==> src/rtl/word_array_pkg.sv <==
// Shared defaults and state type for the
// word array serializer slice.
package word_array_pkg;

  localparam int NUM_WORDS_DEF = 6;
  localparam int WORD_W_DEF    = 32;

  typedef enum logic {
    IDLE = 1'b0,
    SEND = 1'b1
  } state_t;

endpackage

==> src/rtl/word_array_if.sv <==
// Packed-array input and word output handshakes
// of the word array serializer.
interface word_array_if
  import word_array_pkg::*;
#(
  parameter int NUM_WORDS = NUM_WORDS_DEF,
  parameter int WORD_W    = WORD_W_DEF
);

  localparam int IDX_W = $clog2(NUM_WORDS);

  logic                        in_valid;
  logic                        in_ready;
  logic [NUM_WORDS*WORD_W-1:0] in_data;
  logic                        out_valid;
  logic                        out_ready;
  logic [WORD_W-1:0]           out_data;
  logic [IDX_W-1:0]            out_idx;
  logic                        out_last;

  modport master (
    output in_valid,
    output in_data,
    output out_ready,
    input  in_ready,
    input  out_valid,
    input  out_data,
    input  out_idx,
    input  out_last
  );

  modport slave (
    input  in_valid,
    input  in_data,
    input  out_ready,
    output in_ready,
    output out_valid,
    output out_data,
    output out_idx,
    output out_last
  );

endinterface

==> src/rtl/word_array_select.sv <==
// Picks element idx out of a packed array;
// element 0 sits in the most-significant word.
module word_array_select
  import word_array_pkg::*;
#(
  parameter  int NUM_WORDS = NUM_WORDS_DEF,
  parameter  int WORD_W    = WORD_W_DEF,
  localparam int IDX_W     = $clog2(NUM_WORDS)
) (
  input  logic [NUM_WORDS*WORD_W-1:0] data,
  input  logic [IDX_W-1:0]            idx,
  output logic [WORD_W-1:0]           word
);

  // Mux the addressed element onto the word output
  always_comb begin
    word = '0;
    for (int i = 0; i < NUM_WORDS; i++) begin
      if (idx == IDX_W'(i)) begin
        word = data[(NUM_WORDS-1-i)*WORD_W +: WORD_W];
      end
    end
  end

endmodule

==> src/rtl/word_array_serializer.sv <==
// Accepts one packed array of words and emits
// the words one per handshake, element 0 first.
module word_array_serializer
  import word_array_pkg::*;
#(
  parameter int NUM_WORDS = NUM_WORDS_DEF,
  parameter int WORD_W    = WORD_W_DEF
) (
  input logic        clk,
  input logic        rst_n,
  word_array_if.slave bus
);

  localparam int IDX_W = $clog2(NUM_WORDS);
  localparam int ARR_W = NUM_WORDS * WORD_W;
  localparam logic [IDX_W-1:0] LAST_IDX =
    IDX_W'(NUM_WORDS - 1);

  state_t            state;
  logic [IDX_W-1:0]  idx;
  logic [ARR_W-1:0]  hold;
  logic              at_last;
  logic              in_fire;
  logic              out_fire;

  word_array_select #(
    .NUM_WORDS (NUM_WORDS),
    .WORD_W    (WORD_W)
  ) u_sel (
    .data (hold),
    .idx  (idx),
    .word (bus.out_data)
  );

  assign at_last       = (idx == LAST_IDX);
  assign bus.out_valid = (state == SEND);
  assign bus.out_last  = bus.out_valid & at_last;
  assign bus.out_idx   = idx;
  // Last word frees the holding register, so
  // a new array may enter on the same edge.
  assign bus.in_ready  = (state == IDLE) |
                         (bus.out_last & bus.out_ready);
  assign in_fire       = bus.in_valid & bus.in_ready;
  assign out_fire      = bus.out_valid & bus.out_ready;

  // Capture arrays and step idx through the words
  always_ff @(posedge clk or negedge rst_n) begin
    if (!rst_n) begin
      state <= IDLE;
      idx   <= '0;
      hold  <= '0;
    end else begin
      case (state)
        IDLE: begin
          if (in_fire) begin
            hold  <= bus.in_data;
            idx   <= '0;
            state <= SEND;
          end
        end
        SEND: begin
          if (out_fire) begin
            if (!at_last) begin
              idx <= idx + 1'b1;
            end else if (in_fire) begin
              hold <= bus.in_data;
              idx  <= '0;
            end else begin
              idx   <= '0;
              state <= IDLE;
            end
          end
        end
        default: state <= IDLE;
      endcase
    end
  end

endmodule

==> src/flat_wrapper.sv <==
// flat-port wrapper written by rule: the top's interface ports become plain ports
module word_array_serializer_flat import word_array_pkg::*;
#(
  parameter int NUM_WORDS = NUM_WORDS_DEF,
  parameter int WORD_W    = WORD_W_DEF
)
  (clk, rst_n, bus_in_valid, bus_in_data, bus_out_ready, bus_in_ready, bus_out_valid, bus_out_data, bus_out_idx, bus_out_last);
  word_array_if #(.NUM_WORDS(NUM_WORDS), .WORD_W(WORD_W)) bus_i ();
  input logic clk;
  input logic rst_n;
  input wire logic [$bits(bus_i.in_valid)-1:0] bus_in_valid;
  input wire logic [$bits(bus_i.in_data)-1:0] bus_in_data;
  input wire logic [$bits(bus_i.out_ready)-1:0] bus_out_ready;
  output wire logic [$bits(bus_i.in_ready)-1:0] bus_in_ready;
  output wire logic [$bits(bus_i.out_valid)-1:0] bus_out_valid;
  output wire logic [$bits(bus_i.out_data)-1:0] bus_out_data;
  output wire logic [$bits(bus_i.out_idx)-1:0] bus_out_idx;
  output wire logic [$bits(bus_i.out_last)-1:0] bus_out_last;
  assign bus_i.in_valid = bus_in_valid;
  assign bus_i.in_data = bus_in_data;
  assign bus_i.out_ready = bus_out_ready;
  assign bus_in_ready = bus_i.in_ready;
  assign bus_out_valid = bus_i.out_valid;
  assign bus_out_data = bus_i.out_data;
  assign bus_out_idx = bus_i.out_idx;
  assign bus_out_last = bus_i.out_last;
  word_array_serializer #(.NUM_WORDS(NUM_WORDS), .WORD_W(WORD_W)) u_core (.clk(clk), .rst_n(rst_n), .bus(bus_i));
endmodule
==> config.mk <==
export PLATFORM = sky130hd
export DESIGN_NAME = word_array_serializer_flat
export DESIGN_NICKNAME = d
export VERILOG_FILES = /design/src/rtl/word_array_pkg.sv /design/src/rtl/word_array_if.sv /design/src/rtl/word_array_select.sv /design/src/rtl/word_array_serializer.sv /design/src/flat_wrapper.sv
export SDC_FILE = /design/constraint.sdc
export NUM_CORES = 1
export LEC_CHECK = 0
export CAP_MARGIN = 20
export CORE_ASPECT_RATIO = 0.9
export CORE_MARGIN = 3
export CORE_UTILIZATION = 35
export DETAILED_ROUTE_END_ITERATION = 10
export GPL_ROUTABILITY_DRIVEN = 1
export PLACE_DENSITY = 0.68
export RECOVER_POWER = 100
export SYNTH_ARGS = -nofsm -noshare
export SYNTH_HDL_FRONTEND = slang
export SYNTH_SLANG_ARGS = --single-unit
==> constraint.sdc <==
create_clock -name clk -period 6.44 [get_ports clk]
set_clock_uncertainty 0.2 [all_clocks]
set_input_delay 1.288 -clock clk [delete_from_list [all_inputs] [get_ports clk]]
set_output_delay 1.288 -clock clk [all_outputs]
set_load 0.1 [all_outputs]
Word-level counts from Yosys, hierarchy flattened
Index checks and enable logic that the tools add are counted.
{ "totals": {"output_inout_bits": 38, "mem_count": 0, "ramBits": 0, "in_bits": 196, "romBits": 0, "latchBits": 0, "reg_bits": 196, "wordCells": 39} }
{ "op_classes": {"mux": 18, "n_bitwise": 6, "eq_ne": 8, "n_reduce_logical": 3, "mul": 0, "div_mod_pow": 0, "shift": 0, "order_cmp": 0, "add_sub_neg": 1} }
{ "op_table": {"columns": ["op", "count"], "rows": [
  ["2-to-1 mux 192 bit", 3],
  ["case mux 192 bit (2 select lines)", 1],
  ["2-to-1 mux 32 bit", 6],
  ["2-to-1 mux 3 bit", 3],
  ["equality test 3 x 2 -> 1 bit (second input constant)", 2],
  ["equality test 3 bit (second input constant)", 2],
  ["case mux 3 bit (2 select lines)", 1],
  ["bitwise AND 1 bit", 4],
  ["!= test 2 bit (second input constant)", 2],
  ["AND reduction 2 bit", 2],
  ["adder 3 x 1 -> 3 bit (second input constant)", 1],
  ["equality test 3 x 1 -> 1 bit (second input constant)", 1],
  ["zero test 3 bit", 1],
  ["2-to-1 mux 1 bit", 3],
  ["!= test 2 x 1 -> 1 bit (second input constant)", 1],
  ["case mux 1 bit (2 select lines)", 1],
  ["inverter 1 bit", 1],
  ["bitwise OR 1 bit", 1]
]} }

Logic depth before layout (Yosys ltp)
{ "depth": {"ltp_word": 9, "ltp_mapped": 10, "mapped_depth_nobuf": 5} }

Hierarchy
Synthesis repeated with hierarchy kept, for this count alone.
{ "hier_totals": {"hier_cells": 627, "area_unflattened_um2": 9464.1} }
{ "by_module_without_submodules": {"columns": ["module", "seq_area_each_um2", "area_per_inst_um2", "n_inst", "cells_per_inst"], "rows": [
  ["word_array_serializer", 4904.7, 7551.0, 1, 429],
  ["word_array_select", 0.0, 1913.1, 1, 198]
]} }

Worst setup path before layout
OpenSTA, ideal clock, no wires.
{ "synth_timing": {"path_kind": "reg2out", "start": "register u_core.idx[0], in the netlist u_core.bus.out_idx[0]", "end": "output bus_out_data[10]", "n_path_buf": 5, "t_required_ns": 4.952, "setup_slack_ns": 1.019, "t_arrival_ns": 3.933, "path_stages_with_launch": 11, "cell_sequence": "dfrtp_1 > buf_2 > buf_2 > buf_2 > and2_1 > ha_1 > clkbuf_1 > nor2_1 > clkbuf_1 > o21ai_0 > o221ai_1"} }
{ "synth_via": {"elab_chain_len": 7, "elab_cells_between_ends": 12, "cone_classes": "5 x eq/ne; 6 x mux; 1 x reduce/logical"} }
{ "synth_lines": {"columns": ["item", "line_no", "text"], "rows": [
  ["from (decl)", "word_array_serializer.sv:20", "logic [IDX_W-1:0] idx;"],
  ["from (signal assigned)", "word_array_serializer.sv:64", "idx <= idx + 1'b1;"],
  ["zero test 3 bit", "word_array_select.sv:19", "if (idx == IDX_W'(i)) begin"],
  ["2-to-1 mux 32 bit (5 in series)", "word_array_select.sv:19", null],
  ["2-to-1 mux 32 bit *", "word_array_select.sv:19", null],
  ["to (decl)", "flat_wrapper.sv:16", "output wire logic [$bits(bus_i.out_data)-1:0] bus_out_data;"]
]} }
Mark *: on every way between the ends. The rest lies on a longest branch, timed or not.

Worst setup path in the final report
{ "layout_timing": {"start": "register u_core.idx[0], in the netlist u_core.bus.out_idx[0]", "end": "output bus_out_data[25]"} }
The elaborated chain is that of the path after synthesis.

==> metrics.txt <==
Routed Antenna Nets=0; DPL Wire Length=16,600 um; Final TNS setup=0 ns; Initial DRC Count=232; Pint=3.39 mW; combinational power share=50.4%; Ys Warns=0; Sequential Power Share=33.4%; Min-Delay Path Class=reg -> reg; final WL=24,900 um; die area=0.0289 mm2; slowest stage delay, CP=0.90 ns; switching portion of total power=48.1%; Crit-path slowest cell=clkbuf_1; area of the core=0.0263 mm2; CTS buffer count=17; placed inst area=0.0118 mm2; leakage power=4.92 nW; hold_buf cts=0; Rel. slew slack=-88.4%; routability cong.=0.774; width of the die=179 um; # setup viols final=0; CTS max path bufs=2; Synth Flop Type=dfrtp_1; Crit Path Max Fanout=35; Fmax achieved=0.176 GHz; CP Class=reg -> out; final-stage net count=1,065; Clock Sinks=196; synthesized cell area=0.00941 mm2; tightest hold margin=0.288 ns; mean post-synth cell area=14.3 um2; GRT Total Usage=17.6%; total global routing overflow=0; Peak VDD IR=0.433 mV; Sw Pwr=3.15 mW; post-synthesis sequential area ratio=52.1%; DR pass1 iterations=5; clock root cell=clkbuf_16; Post-synth EDFFs=0; RSZ-0062 raised after global routing=no; first-pass GRT wire length=39,200 um; vias per cell=5.09; Critical Path AT=4.20 ns; period utilisation layout=88.3%; Max Cap Viol=4; Die H=162 um; Slew Viols, Final=270; fraction of layout cells with a size suffix above 1=16.0%; Yosys reg bits=196; final hold vios=0; Setup crit end kind=primary output; cells on worst reg2reg path=5; FFs w/ async S/R, synth=100%; Distinct cells, synth=27; CTS resizes=0; PortBufs=233; vias=6,260; # H-tree levels=4; num rows=56; Worst-path clk slew=0.08 ns; initial antenna violation count=4; Clock Latency Late Sink=0.43 ns; CTS tree=done; worst endpoint required time=4.95 ns; failing checks=capacitance limit, slew limit; power density over the cells=553 mW/mm2; largest net degree at the start of global routing=110; Area Growth Syn to Fin=25.6%; total power=6.54 mW; crit path cell chain=and2_1 -> ha_2 -> nor2_2 -> buf_4 -> o21ai_0 -> o221ai_1 -> clkbuf_1; Post-Syn Nets=855; IO Pins=234; Hold Crit Depth=1; per-cell routed wire length=20.2 um; Cells after Synth=658; initial core utilization=35.8%; status=complete, but fails checks; # Post-CTS Setup Buffers=0; Final Instance Area=0.0118 mm2; # DRC=0; Worst-Margin Slew=2.83 ns; startpoint types=flop; Final min period=5.69 ns; clock share of power=16.3%; number of global-route vias before repair=6,825
[critical path: cells and delay by family (launching register included)]
kind	cells	cell delay (ns)
compound gates	2	0.36
fa+ha+maj	1	0.46
buf+inv	2	1.30
flops	1	0.72
simple gates	2	0.90
[cells by family after synthesis]
family          count (synthesis)  synth area share [%]
mux                           225                  30.5
flops                         196                  52.1
compound gates                102                  8.15
simple gates                   79                  3.88
buf+inv                        55                  5.28
fa+ha+maj                       1                 0.133
[synthesized netlist by cell type (all sizes together), types with 2 or more instances]
master | number | area, um2
nand2 | 5 | 18.8
clkbuf | 19 | 71.3
mux2i | 33 | 330
o221ai | 32 | 280
dfrtp | 196 | 4900
a21boi | 2 | 26.3
o21ai | 36 | 180
mux2 | 192 | 2540
buf | 35 | 422
nand2b | 4 | 25.0
nor2 | 34 | 128
a2bb2oi | 32 | 280
nand3 | 32 | 160
[stage by stage]
stage	util [%]	cells	worst slack (ns)
2_1_floorplan	-	658	1.02
3_3_place_gp	44.7	1196	1.66
3_5_place_dp	44.8	1197	1.62
4_1_cts	47.0	1229	1.23
5_1_grt	45.0	1230	0.504
6_report	45.0	1230	0.753
[worst paths after layout]
kind,start,slack [ns],endpoint
hold reg to reg,u_core.hold[32],0.29,u_core.hold[32]
setup reg to reg,u_core.bus.out_idx[0],1.66,u_core.hold[136]
min in group asynchronous,rst_n,1.49,u_core.hold[4]
max in group asynchronous,rst_n,2.83,u_core.hold[15]
setup / recovery,u_core.bus.out_idx[0],0.75,bus_out_data[25]
hold / removal,u_core.hold[32],0.29,u_core.hold[32]
[cells in the final DEF (no fill, tap or decap), types with 3 or more instances in the layout]
master,instances
clkdlybuf4s50_1,194
dfrtp_1,194
mux2_1,104
mux2_2,82
o21ai_0,36
mux2i_1,33
nor2_1,33
a2bb2oi_1,32
nand3_1,32
o221ai_1,32
clkbuf_1,30
clkbuf_16,17
buf_4,11
mux2_4,6
inv_6,6
dlygate4sd3_1,6
nand2_1,5
clkinvlp_4,4
nand2b_1,3
clkbuf_2,3
[registers in the layout, indices dropped and copies added (netlist names)]
| register | count |
|---|---|
| u_core.bus.out_idx | 3 |
| u_core.bus.out_valid | 1 |
| u_core.hold | 192 |
[power groups by stage]
| stage | clock network, mW | logic (mW) | registers (mW) |
|---|---|---|---|
| floorplan | 0 | 2.93 | 2.13 |
| global route | 1.15 | 3.51 | 2.27 |
| finish | 1.06 | 3.29 | 2.18 |
| detailed placement | 0 | 3.72 | 2.22 |
| global placement | 0 | 3.68 | 2.21 |
| CTS | 1.10 | 3.73 | 2.20 |
[cell type report]
type,count,area (um2)
Tap cell,348,435
Fill cell,2462,14500
Clock buffer,18,439
Sequential cell,196,4910
Multi-Input combinational cell,407,3660
Clock inverter,14,141
Timing Repair Buffer,245,2230
Inverter,1,3.75
Antenna cell,1,2.50
[routing by layer]
| metal | up-vias | global-route usage, % | wire [um] |
|---|---|---|---|
| li1 | 2847 | - | - |
| met1 | 3168 | 24.0 | 11100 |
| met2 | 216 | 26.9 | 11200 |
| met3 | 23 | 6.06 | 2170 |
| met4 | 6 | 4.36 | 347 |
| met5 | - | 0 | 33 |
Note: power is estimated with default switching activity, not from simulation.
